==> config.mk <==
export PLATFORM = sky130hd
export DESIGN_NAME = key_event_gen
export DESIGN_NICKNAME = d
export VERILOG_FILES = /design/src/rtl/key_pkg.sv /design/src/rtl/edge_tick.sv /design/src/rtl/key_event_gen.sv
export SDC_FILE = /design/constraint.sdc
export NUM_CORES = 1
export LEC_CHECK = 0
export ABC_CLOCK_PERIOD_IN_PS = 3000
export BUFFER_PORTS_ARGS = -buffer_cell sky130_fd_sc_hd__buf_2
export CORE_MARGIN = 4
export CORE_UTILIZATION = 40
export DETAILED_ROUTE_END_ITERATION = 7
export PLACE_DENSITY = 0.65
export SLEW_MARGIN = 20
export SYNTH_ARGS = -nofsm -noshare
export SYNTH_HDL_FRONTEND = slang
export SYNTH_SLANG_ARGS = --single-unit
==> constraint.sdc <==
create_clock -name Clk -period 3 [get_ports Clk]
set_input_delay 0.6 -clock Clk [delete_from_list [all_inputs] [get_ports Clk]]
set_output_delay 0.6 -clock Clk [all_outputs]
set_load 0.02 [all_outputs]
==> src/rtl/key_pkg.sv <==
// Shared types, HID keycode constants and helpers for the key event path.
package key_pkg;

  // HID usage codes recognised by the game
  localparam logic [7:0] HID_NONE  = 8'h00;
  localparam logic [7:0] HID_A     = 8'h04;
  localparam logic [7:0] HID_LEFT  = 8'h50;
  localparam logic [7:0] HID_D     = 8'h07;
  localparam logic [7:0] HID_RIGHT = 8'h4F;
  localparam logic [7:0] HID_S     = 8'h16;
  localparam logic [7:0] HID_DOWN  = 8'h51;
  localparam logic [7:0] HID_W     = 8'h1A;
  localparam logic [7:0] HID_UP    = 8'h52;
  localparam logic [7:0] HID_SPACE = 8'h2C;
  localparam logic [7:0] HID_C     = 8'h06;
  localparam logic [7:0] HID_P     = 8'h13;

  localparam int NUM_PULSES = 7;

  typedef enum logic [1:0] {IDLE, DAS, REPEAT} rep_state_t;

  typedef enum logic [2:0] {
    ACT_NONE, ACT_LEFT, ACT_RIGHT, ACT_SDROP,
    ACT_ROT, ACT_HDROP, ACT_HOLD, ACT_PAUSE
  } action_t;

  // Map a raw keycode to its game action; anything unmapped is ACT_NONE.
  function automatic action_t decode_key(input logic [7:0] code);
    case (code)
      HID_A,     HID_LEFT:  return ACT_LEFT;
      HID_D,     HID_RIGHT: return ACT_RIGHT;
      HID_S,     HID_DOWN:  return ACT_SDROP;
      HID_W,     HID_UP:    return ACT_ROT;
      HID_SPACE:            return ACT_HDROP;
      HID_C:                return ACT_HOLD;
      HID_P:                return ACT_PAUSE;
      default:              return ACT_NONE;
    endcase
  endfunction

  // Only horizontal moves and soft drop auto-repeat.
  function automatic logic is_repeatable(input action_t act);
    return (act == ACT_LEFT) || (act == ACT_RIGHT) || (act == ACT_SDROP);
  endfunction

  // One-hot pulse vector; bit order matches the output ports left..pause.
  function automatic logic [NUM_PULSES-1:0] action_onehot(input action_t act);
    case (act)
      ACT_LEFT:  return 7'b000_0001;
      ACT_RIGHT: return 7'b000_0010;
      ACT_SDROP: return 7'b000_0100;
      ACT_ROT:   return 7'b000_1000;
      ACT_HDROP: return 7'b001_0000;
      ACT_HOLD:  return 7'b010_0000;
      ACT_PAUSE: return 7'b100_0000;
      default:   return 7'b000_0000;
    endcase
  endfunction

endpackage

==> src/rtl/edge_tick.sv <==
// Synchroniser plus falling-edge detector: one-cycle tick per falling edge of i_sig.
module edge_tick (
  input  logic Clk,
  input  logic Reset_n,
  input  logic i_sig,
  output logic o_tick
);

  logic r_curr;
  logic r_prev;

  // Two-stage capture; idle level of the frame strobe is high, so reset there
  // to avoid a spurious tick straight out of reset.
  // NOTE: sequential state uses <= so every flop samples pre-edge values.
  always_ff @(posedge Clk or negedge Reset_n) begin
    if (!Reset_n) begin
      r_curr <= 1'b1;
      r_prev <= 1'b1;
    end else begin
      r_curr <= i_sig;
      r_prev <= r_curr;
    end
  end

  assign o_tick = r_prev & ~r_curr;

endmodule

==> src/rtl/key_event_gen.sv <==
// Turns the raw HID keycode into one-cycle game action pulses with DAS/ARR
// auto-repeat for left, right and soft drop.
module key_event_gen
  import key_pkg::*;
#(
  parameter int DAS_FRAMES = 10,
  parameter int ARR_FRAMES = 3,
  parameter int CNT_W      = 6
) (
  input  logic       Clk,
  input  logic       Reset_n,
  input  logic [7:0] keycode,
  input  logic       frame_clk,
  input  logic       paused,
  output logic       move_left,
  output logic       move_right,
  output logic       soft_drop,
  output logic       rotate,
  output logic       hard_drop,
  output logic       hold_swap,
  output logic       pause_tgl
);

  localparam logic [CNT_W-1:0] DAS_LAST = CNT_W'(DAS_FRAMES - 1);
  localparam logic [CNT_W-1:0] ARR_LAST = CNT_W'(ARR_FRAMES - 1);

  logic [7:0]            r_key_q;
  logic [7:0]            r_key_prev;
  rep_state_t            r_state;
  rep_state_t            w_state_nxt;
  logic [CNT_W-1:0]      r_cnt;
  logic [CNT_W-1:0]      w_cnt_nxt;
  logic [CNT_W-1:0]      w_cnt_inc;
  logic [NUM_PULSES-1:0] r_pulse;
  action_t               w_act_q;
  action_t               w_fire;
  logic [7:0]            w_key_n;
  logic                  w_press;
  logic                  w_tick;

  edge_tick u_frame_tick (
    .Clk     (Clk),
    .Reset_n (Reset_n),
    .i_sig   (frame_clk),
    .o_tick  (w_tick)
  );

  // Unmapped codes collapse to 00 so they behave exactly like a release.
  assign w_act_q   = decode_key(r_key_q);
  assign w_key_n   = (w_act_q == ACT_NONE) ? HID_NONE : r_key_q;
  // r_key_prev doubles as the press latch: a held code never re-fires.
  assign w_press   = (w_act_q != ACT_NONE) && (w_key_n != r_key_prev);
  assign w_cnt_inc = (r_cnt == '1) ? r_cnt : r_cnt + CNT_W'(1);

  // Input capture, press latch, FSM state, frame counter and pulse register.
  always_ff @(posedge Clk or negedge Reset_n) begin
    if (!Reset_n) begin
      r_key_q    <= HID_NONE;
      r_key_prev <= HID_NONE;
      r_state    <= IDLE;
      r_cnt      <= '0;
      r_pulse    <= '0;
    end else begin
      r_key_q    <= keycode;
      r_key_prev <= w_key_n;
      r_state    <= w_state_nxt;
      r_cnt      <= w_cnt_nxt;
      r_pulse    <= action_onehot(w_fire);
    end
  end

  // Next-state, counter and action select; a press always beats a tick.
  // NOTE: every output of this block gets a default first so no latch is inferred.
  always_comb begin
    w_state_nxt = r_state;
    w_cnt_nxt   = r_cnt;
    w_fire      = ACT_NONE;
    if (paused) begin
      w_state_nxt = IDLE;
      w_cnt_nxt   = '0;
      if (w_press && (w_act_q == ACT_PAUSE)) w_fire = ACT_PAUSE;
    end else if (w_press) begin
      w_fire      = w_act_q;
      w_cnt_nxt   = '0;
      w_state_nxt = is_repeatable(w_act_q) ? DAS : IDLE;
    end else begin
      unique case (r_state)
        DAS: begin
          if (w_act_q == ACT_NONE) begin
            w_state_nxt = IDLE;
            w_cnt_nxt   = '0;
          end else if (w_tick) begin
            if (r_cnt == DAS_LAST) begin
              w_fire      = w_act_q;
              w_cnt_nxt   = '0;
              w_state_nxt = REPEAT;
            end else begin
              w_cnt_nxt = w_cnt_inc;
            end
          end
        end
        REPEAT: begin
          if (w_act_q == ACT_NONE) begin
            w_state_nxt = IDLE;
            w_cnt_nxt   = '0;
          end else if (w_tick) begin
            if (r_cnt == ARR_LAST) begin
              w_fire    = w_act_q;
              w_cnt_nxt = '0;
            end else begin
              w_cnt_nxt = w_cnt_inc;
            end
          end
        end
        default: begin
          w_state_nxt = IDLE;
          w_cnt_nxt   = '0;
        end
      endcase
    end
  end

  assign move_left  = r_pulse[0];
  assign move_right = r_pulse[1];
  assign soft_drop  = r_pulse[2];
  assign rotate     = r_pulse[3];
  assign hard_drop  = r_pulse[4];
  assign hold_swap  = r_pulse[5];
  assign pause_tgl  = r_pulse[6];

endmodule

==> results.cfg, run 1 <==
[final_layout]
layout-drive-gt1-share_pct = 22.2
final_area_mm2 = 0.00209
most-common-layout-cells = dfrtp_1, buf_2, nor2_1, nand2_1, inv_1
finalNonFillerCells = 250
n_antenna_cell = 0
mostFrequentLayoutCell = dfrtp_1
nFillCells = 416
nets = 214
syn_to_final_growth_pct = 12.9

[place]
dpl.hpwl_um = 2460
io_buffers = 18
dpl_cell_area_mm2 = 0.00197
dp.cells = 242
gp_congestion = 0.785

[die]
dieArea_mm2 = 0.00579
die_w_um = 76.1
io_pins = 19
rows = 24
start_util_pct = 42.0
core_mm2 = 0.00441
die_h_um = 76.1

[yosys]
avgSynthCellArea_um2 = 10.5
ys.flop_type = dfrtp_1
synth_area_leaders = dfrtp_1, ha_1, nor2_1, dfstp_2, and2b_1
yosysTopAreaCellShare_pct = 41.8
ys_types = 54
synth_cells = 177
synth_edf_count = 0
ys_ff_latch = 33
synth_warnings = 0
synth_top_area_cell = dfrtp_1
synth_nets = 194
async_reset_ff_share_pct = 100
seq_area_frac_synth_pct = 44.7
syn_area_mm2 = 0.00185

[setup_path]
worstPathRequired_ns = 3.16
critPathMaxFanout = 10
critPathArrivalTime_ns = 2.86
cp-end-kind = register
start_kind = register
critPathKind = register to register

[grt]
grt_max_degree = 34
antenna_found_initial = 0
grt_pass1_wl_um = 5990
grt_pass1_vias = 1289
track_usage_pct = 12.4
overflow = 0

[clock_network]
numCtsBuffers = 5
ctsResizeCount = 0
postCtsSetupRepairBufs = 0
htree_num_levels = 2
clockBufferDepth = 2
cts.clk_slew.worst_paths_ns = 0.07
cts-root-buf = clkbuf_8
cts.sinks = 33
insertion_delay_ns = 0.28
postCtsHoldBufs = 0
cts_tree = yes

[routing]
drt_wl_total_um = 3410
firstDrtPassIters = 4
avgRoutedWirePerCell_um = 13.6
drt-vias-per-instance = 5.27
initialDrtViolationCount = 52
drcViolationCount = 0
ant_nets = 0
vias = 1318

[sta]
finalSetupViolCount = 0
hold_viol_final = 0
layout_min_cycle_time_ns = 2.70
rsz0062_at_grt = no
final-max-slew-violation-count = 0
fin_crit_sh_pct = 90.1
fmax_mhz = 370
holdWs_ns = 0.363
finalSetupTns_ns = 0
max-slew-margin-rel_pct = 50.5
finalClockSkew_ns = 0.00459
worst_pin_slew_ns = 0.738

[power]
power.leakage_nw = 0.950
peakVddDrop_uv = 177
power.density_mw_per_mm2 = 466

[hold_path]
hold_class = primary input to async pin

[run]
maxCapViolations = 0

[status]
run_status = complete, no violations
==> layout make-up <==
cell class	instances	area [um2]	area share [%]
tap	52	65.1	3.11
timing repair buffer	19	97.6	4.66
clock inverter	2	37.5	1.79
multi-input combinational	128	945	45.1
inverter	10	37.5	1.79
clock buffer	6	82.6	3.95
sequential	33	828	39.6
==> synthesized netlist by cell type, drive strengths merged, types with 2 or more instances <==
library cell  count
ha                5
buf               6
dfstp             2
and3              3
nor2             16
a21oi             7
mux2i             2
nor3              4
xor2              3
o31ai             2
nand2            12
o21ai             6
dfrtp            31
xnor2             5
nor4b             2
o2bb2ai           2
nor2b             4
a31oi             2
and2b             6
nor4              6
a22oi             2
inv              10
a211oi            4
nand3b            3
nand3             5
nand4             4
o211ai            2
nand2b            6
==> worst paths after layout <==
kind,to,slack [ns],startpoint,cells after the start
min,r_key_prev[0],0.36,Reset_n,1
max,r_pulse[1],0.30,r_key_q[2],9
max in group asynchronous,r_state[0],2.18,Reset_n,1
max reg2reg,r_pulse[1],0.30,r_key_q[2],9
min reg2reg,u_frame_tick.r_prev,0.36,u_frame_tick.r_curr,0
min in group Clk,u_frame_tick.r_prev,0.36,u_frame_tick.r_curr,0
==> state kept, by name, summed over array words and instances (netlist names) <==
register / count
r_key_prev: 8
r_key_q: 8
r_pulse: 7
r_cnt: 6
r_state: 2
u_frame_tick.r_curr: 1
u_frame_tick.r_prev: 1
==> through the flow <==
stage               utilization, %  setup WS [ns]  power (mW)
finish                        47.4          0.298       0.976
detailed placement            44.7          0.362       0.550
floorplan                        -          0.592       0.528
CTS                           47.4          0.329       0.991
global placement              44.7          0.403       0.550
global route                  47.4          0.109        1.02
==> power by group <==
| part | internal [mW] | switching, mW |
|---|---|---|
| clock network | 0.270 | 0.165 |
| logic | 0.0306 | 0.0388 |
| registers | 0.455 | 0.0161 |
==> cell families after synthesis <==
kind of cell,count (synthesis),synth area share [%]
XOR/XNOR,8,3.78
AND/OR/NAND/NOR,80,27.5
flip-flops,33,44.7
other,1,0.202
adder cells (fa/ha/maj),5,3.37
buffers and inverters,16,4.39
AO/OA/AOI/OAI,31,14.2
multiplexers,3,1.89
==> metal layers <==
metal  track usage (%)  up-vias  part of all wire (%)
met3              3.43        6                   4.6
met4              5.24        0                   1.8
met2              17.0       30                    40
met1              18.1      618                    54
met5                 0        -                     0
li1                  -      664                     -
==> critical path, stage by stage (launching register included) <==
cell,delay (ns)
dfrtp_1,0.49
nor4b_2,0.22
nand4_1,0.21
o31ai_1,0.10
buf_4,0.16
nor4b_4,0.51
mux2_4,0.36
nand4_4,0.12
nor2_4,0.06
nor4_1,0.34
(Power assumes the default switching activity.)
==> inputs of run 2 (changes only) <==
--- a/config.mk
+++ b/config.mk
@@ -8,9 +8,10 @@
 export ABC_CLOCK_PERIOD_IN_PS = 3000
 export BUFFER_PORTS_ARGS = -buffer_cell sky130_fd_sc_hd__buf_2
 export CORE_MARGIN = 4
-export CORE_UTILIZATION = 40
+export CORE_UTILIZATION = 58
 export DETAILED_ROUTE_END_ITERATION = 7
-export PLACE_DENSITY = 0.65
+export GPL_TIMING_DRIVEN = 0
+export PLACE_DENSITY = 0.86
 export SLEW_MARGIN = 20
 export SYNTH_ARGS = -nofsm -noshare
 export SYNTH_HDL_FRONTEND = slang
==> run 2 against run 1 <==
Sequential power decreased by 2%; count of clock-buffer cells in the layout increased by 1; non-clock buffer count increased by 5; global-route usage increased by 5.7 points; design area decreased by 2.1%; clock skew increased by 0.010 ns; via count increased by 4.2%; largest power group unchanged; sequential share of layout area increased by 0.85 points; combinational power increased by 25%.
==> results.cfg, run 2 (synthesis results as in run 1) <==
[die]
die_h_um = 64.5
dieArea_mm2 = 0.00417
core_mm2 = 0.00305
die_w_um = 64.5
start_util_pct = 60.7
io_pins = 19
rows = 20

[grt]
grt_pass1_vias = 1353
grt_pass1_wl_um = 5920
track_usage_pct = 18.1
grt_max_degree = 34
overflow = 0
antenna_found_initial = 0

[setup_path]
start_kind = register
critPathArrivalTime_ns = 2.98
critPathMaxFanout = 10
worstPathRequired_ns = 3.23
critPathKind = register to register
cp-end-kind = register

[sta]
max-slew-margin-rel_pct = 48.2
fin_crit_sh_pct = 91.4
finalSetupTns_ns = 0
layout_min_cycle_time_ns = 2.74
worst_pin_slew_ns = 0.771
finalSetupViolCount = 0
rsz0062_at_grt = no
fmax_mhz = 365
setup_slack_ns = 0.257
finalClockSkew_ns = 0.0151
final-max-slew-violation-count = 0
hold_viol_final = 0

[final_layout]
top_regs = r_key_prev (8), r_key_q (8), r_pulse (7)
layout-drive-gt1-share_pct = 23.2
most-common-layout-cells = dfrtp_1, buf_2, nor2_1, nand2_1, inv_1
nets = 219
fin_util_pct = 67.1
seq_area_um2 = 828
syn_to_final_growth_pct = 10.5
multiInputGateArea_um2 = 945
mostFrequentLayoutCell = dfrtp_1
nFillCells = 259
n_antenna_cell = 0
final_area_mm2 = 0.00205

[place]
dpl.hpwl_um = 2460
dpl_worst_slack_ns = 0.283
gp_congestion = 0.878
io_buffers = 18
dpl_cell_area_mm2 = 0.00200

[power]
power.density_mw_per_mm2 = 382
peakVddDrop_uv = 220
power_uw = 784
power.leakage_nw = 0.945

[clock_network]
cts_tree = yes
numCtsBuffers = 5
insertion_delay_ns = 0.33
cts.sinks = 33
clockBufferDepth = 2
cts-root-buf = clkbuf_4
postCtsHoldBufs = 0
ctsResizeCount = 0
cts.clk_slew.worst_paths_ns = 0.11
htree_num_levels = 2
postCtsSetupRepairBufs = 0

[routing]
drcViolationCount = 0
route.met3.wl_um = 129
drt_wl_total_um = 3370
wl_met2_um = 1610
avgRoutedWirePerCell_um = 13.6
initialDrtViolationCount = 102
firstDrtPassIters = 4
vias = 1373
top_layer = met4
ant_nets = 0
wl_met1_um = 1580
drt-vias-per-instance = 5.56

[status]
run_status = complete, no violations

[run]
maxCapViolations = 0

[hold_path]
hold_class = primary input to async pin
==> run 2: final cells by class <==
type,instances,share of cell area (%)
multi-input cells,128,46.1
flip-flops and latches,33,40.4
repair buffers,18,4.40
well taps,44,2.69
clock buffers,7,2.20
plain buffers,6,2.14
inverters,10,1.83
clock inverters,1,0.244
==> run 2: metrics by stage <==
| step | hold slack (ns) | cells |
|---|---|---|
| 2_1_floorplan | 0.304 | 177 |
| 3_3_place_gp | 0.357 | 239 |
| 3_5_place_dp | 0.358 | 239 |
| 4_1_cts | 0.320 | 247 |
| 5_1_grt | 0.334 | 247 |
| 6_report | 0.308 | 247 |
==> run 2: where the power goes <==
part	total, mW	leakage, nW	internal, mW	switching, mW
combinational	0.0867	0.483	0.0354	0.0512
sequential	0.461	0.433	0.455	0.00566
clock	0.236	0.0293	0.0913	0.145
total	0.784	0.945	0.582	0.202
==> run 2: metal layers <==
layer  GRT usage [%]  up-vias
met2            29.5       29
li1                -      681
met1            23.0      656
met4            7.92        0
met3            3.99        7
met5               0        -
==> run 2: worst paths after layout <==
path	slack (ns)	to	cells after the start	from
max	0.26	r_pulse[6]	9	r_key_q[2]
min	0.31	r_pulse[3]	1	Reset_n
max reg2reg	0.26	r_pulse[6]	9	r_key_q[2]
min reg2reg	0.37	u_frame_tick.r_prev	0	u_frame_tick.r_curr
max in group asynchronous	2.22	r_key_prev[3]	1	Reset_n
min in group Clk	0.37	u_frame_tick.r_curr	1	frame_clk
==> run 2: critical path, cell delays in order, from the launching register on <==
cell and delay, ns:
dfrtp_1 0.37, buf_4 0.16, nor4b_2 0.18, nand4_1 0.20, o31ai_1 0.22, nor4b_4 0.58
mux2_4 0.37, nand4_4 0.12, or3b_1 0.36, o31ai_1 0.07
==> inputs of run 3 (changes only) <==
--- a/config.mk
+++ b/config.mk
@@ -7,12 +7,12 @@
 export LEC_CHECK = 0
 export ABC_CLOCK_PERIOD_IN_PS = 3000
 export BUFFER_PORTS_ARGS = -buffer_cell sky130_fd_sc_hd__buf_2
-export CORE_MARGIN = 4
+export CORE_MARGIN = 2
 export CORE_UTILIZATION = 58
 export DETAILED_ROUTE_END_ITERATION = 7
 export GPL_TIMING_DRIVEN = 0
 export PLACE_DENSITY = 0.86
-export SLEW_MARGIN = 20
+export RECOVER_POWER = 100
 export SYNTH_ARGS = -nofsm -noshare
 export SYNTH_HDL_FRONTEND = slang
 export SYNTH_SLANG_ARGS = --single-unit
==> run 3 against run 2 <==
The flow now finishes with violations (max-capacitance violations, max-slew violations); global-route usage increased by 3.2 points; wire length decreased by 2.0%; sequential share of layout area is essentially flat; hold slack improved by 0.043 ns; register-to-register slack about the same; total power increased by 14%; combinational power down 3.7%; cell count unchanged.
==> results.cfg, run 3 (synthesis results as in run 1) <==
[status]
run_status = finished, violations left
violations = max-capacitance violations, max-slew violations

[setup_path]
critPathKind = register to register
crit_chain = buf_4, xnor2_1, and4_4, o2bb2ai_1, nor4b_4, mux2_4, nand4_4, or3b_1, o31ai_1
max_stage_delay_ns = 0.60
critPathMaxFanout = 10
r2r_setup_slack_ns = 0.27
critPathArrivalTime_ns = 2.97
cp-end-kind = register
critPathSlowestCell = nor4b_4
critPathTopFamily = simple AND/OR/NAND/NOR gates
cp_num_buf_inv = 1
worstPathRequired_ns = 3.24
reg2reg_depth = 9
start_kind = register
worst-path-stages = 9

[clock_network]
cts.sinks = 33
cts-root-buf = clkbuf_4
cts.clk_slew.worst_paths_ns = 0.10
clockBufferDepth = 2
cts_tree = yes
postCtsHoldBufs = 0
insertion_delay_ns = 0.33
numCtsBuffers = 5
postCtsSetupRepairBufs = 0
htree_num_levels = 2
ctsResizeCount = 0

[run]
maxCapViolations = 1

[sta]
hold_viol_final = 0
fmax_mhz = 366
setup_slack_ns = 0.266
layout_min_cycle_time_ns = 2.73
rsz0062_at_grt = no
final-max-slew-violation-count = 34
worst_pin_slew_ns = 1.67
finalSetupViolCount = 0
fin_crit_sh_pct = 91.1
finalClockSkew_ns = 0.00925
max-slew-margin-rel_pct = -11.6
finalSetupTns_ns = 0

[final_layout]
nets = 219
top_regs = r_key_prev (8), r_key_q (8), r_pulse (7)
mostFrequentLayoutCell = dfrtp_1
most-common-layout-cells = dfrtp_1, nor2_1, buf_2, nand2_1, inv_1
syn_to_final_growth_pct = 10.6
fin_util_pct = 67.2
finalNonFillerCells = 247
n_antenna_cell = 0
layout-drive-gt1-share_pct = 19.2

[routing]
drt_wl_total_um = 3300
vias = 1394
ant_nets = 0
avgRoutedWirePerCell_um = 13.4
drcViolationCount = 0
firstDrtPassIters = 4
drt-vias-per-instance = 5.64
initialDrtViolationCount = 65

[place]
gp_congestion = 0.987
dpl.hpwl_um = 2380
io_buffers = 18
dp.cells = 239
dpl_worst_slack_ns = 0.305

[power]
peakVddDrop_uv = 273
power.leakage_nw = 0.918
power.density_mw_per_mm2 = 435

[die]
core_mm2 = 0.00305
die_h_um = 60.5
start_util_pct = 60.7
die_w_um = 60.5
rows = 20
io_pins = 19
dieArea_mm2 = 0.00367

[grt]
grt_max_degree = 34
grt_pass1_vias = 1359
grt_pass1_wl_um = 5840
overflow = 0
antenna_found_initial = 0
track_usage_pct = 21.3

[hold_path]
hold_path_depth = 1
hold_class = primary input to register
run 3: final cells by class:
| cell class | count | area [um2] |
|---|---|---|
| fill | 264 | 1000 |
| multi-input combinational | 128 | 921 |
| sequential | 33 | 828 |
| timing repair buffer | 18 | 80.1 |
| clock buffer | 7 | 55.1 |
| tap | 44 | 55.1 |
| buffer | 6 | 43.8 |
| inverter | 10 | 37.5 |
| clock inverter | 1 | 30.0 |
run 3: metrics by stage:
stage / hold slack [ns] / power, mW / instance area (um2)
after floorplan: 0.304 / 0.528 / 1850
after global placement: 0.357 / 0.551 / 2000
after detailed placement: 0.358 / 0.556 / 2000
after CTS: 0.321 / 0.907 / 2080
after global routing: 0.337 / 0.935 / 2050
final: 0.352 / 0.891 / 2050
run 3: power breakdown:
| group | leakage [nW] | switching [mW] | internal (mW) |
|---|---|---|---|
| clock network | 0.0455 | 0.148 | 0.199 |
| logic | 0.440 | 0.0495 | 0.0341 |
| registers | 0.433 | 0.00575 | 0.455 |
| total | 0.918 | 0.203 | 0.688 |
run 3: per-layer routing:
layer  up-vias  share of wire, %  global-route usage [%]
met5         -                 0                       0
met4         0               1.7                    10.6
met3         8               4.9                    5.12
met2        35                49                    34.0
met1       671                44                    27.1
li1        680                 -                       -
run 3: final timing paths:
path,from,endpoint
setup reg to reg,r_key_q[6],r_pulse[6]
hold reg to reg,u_frame_tick.r_curr,u_frame_tick.r_prev
max in group asynchronous,Reset_n,r_key_prev[0]
hold / removal,frame_clk,u_frame_tick.r_curr
setup / recovery,r_key_q[6],r_pulse[6]
min in group asynchronous,Reset_n,r_pulse[5]
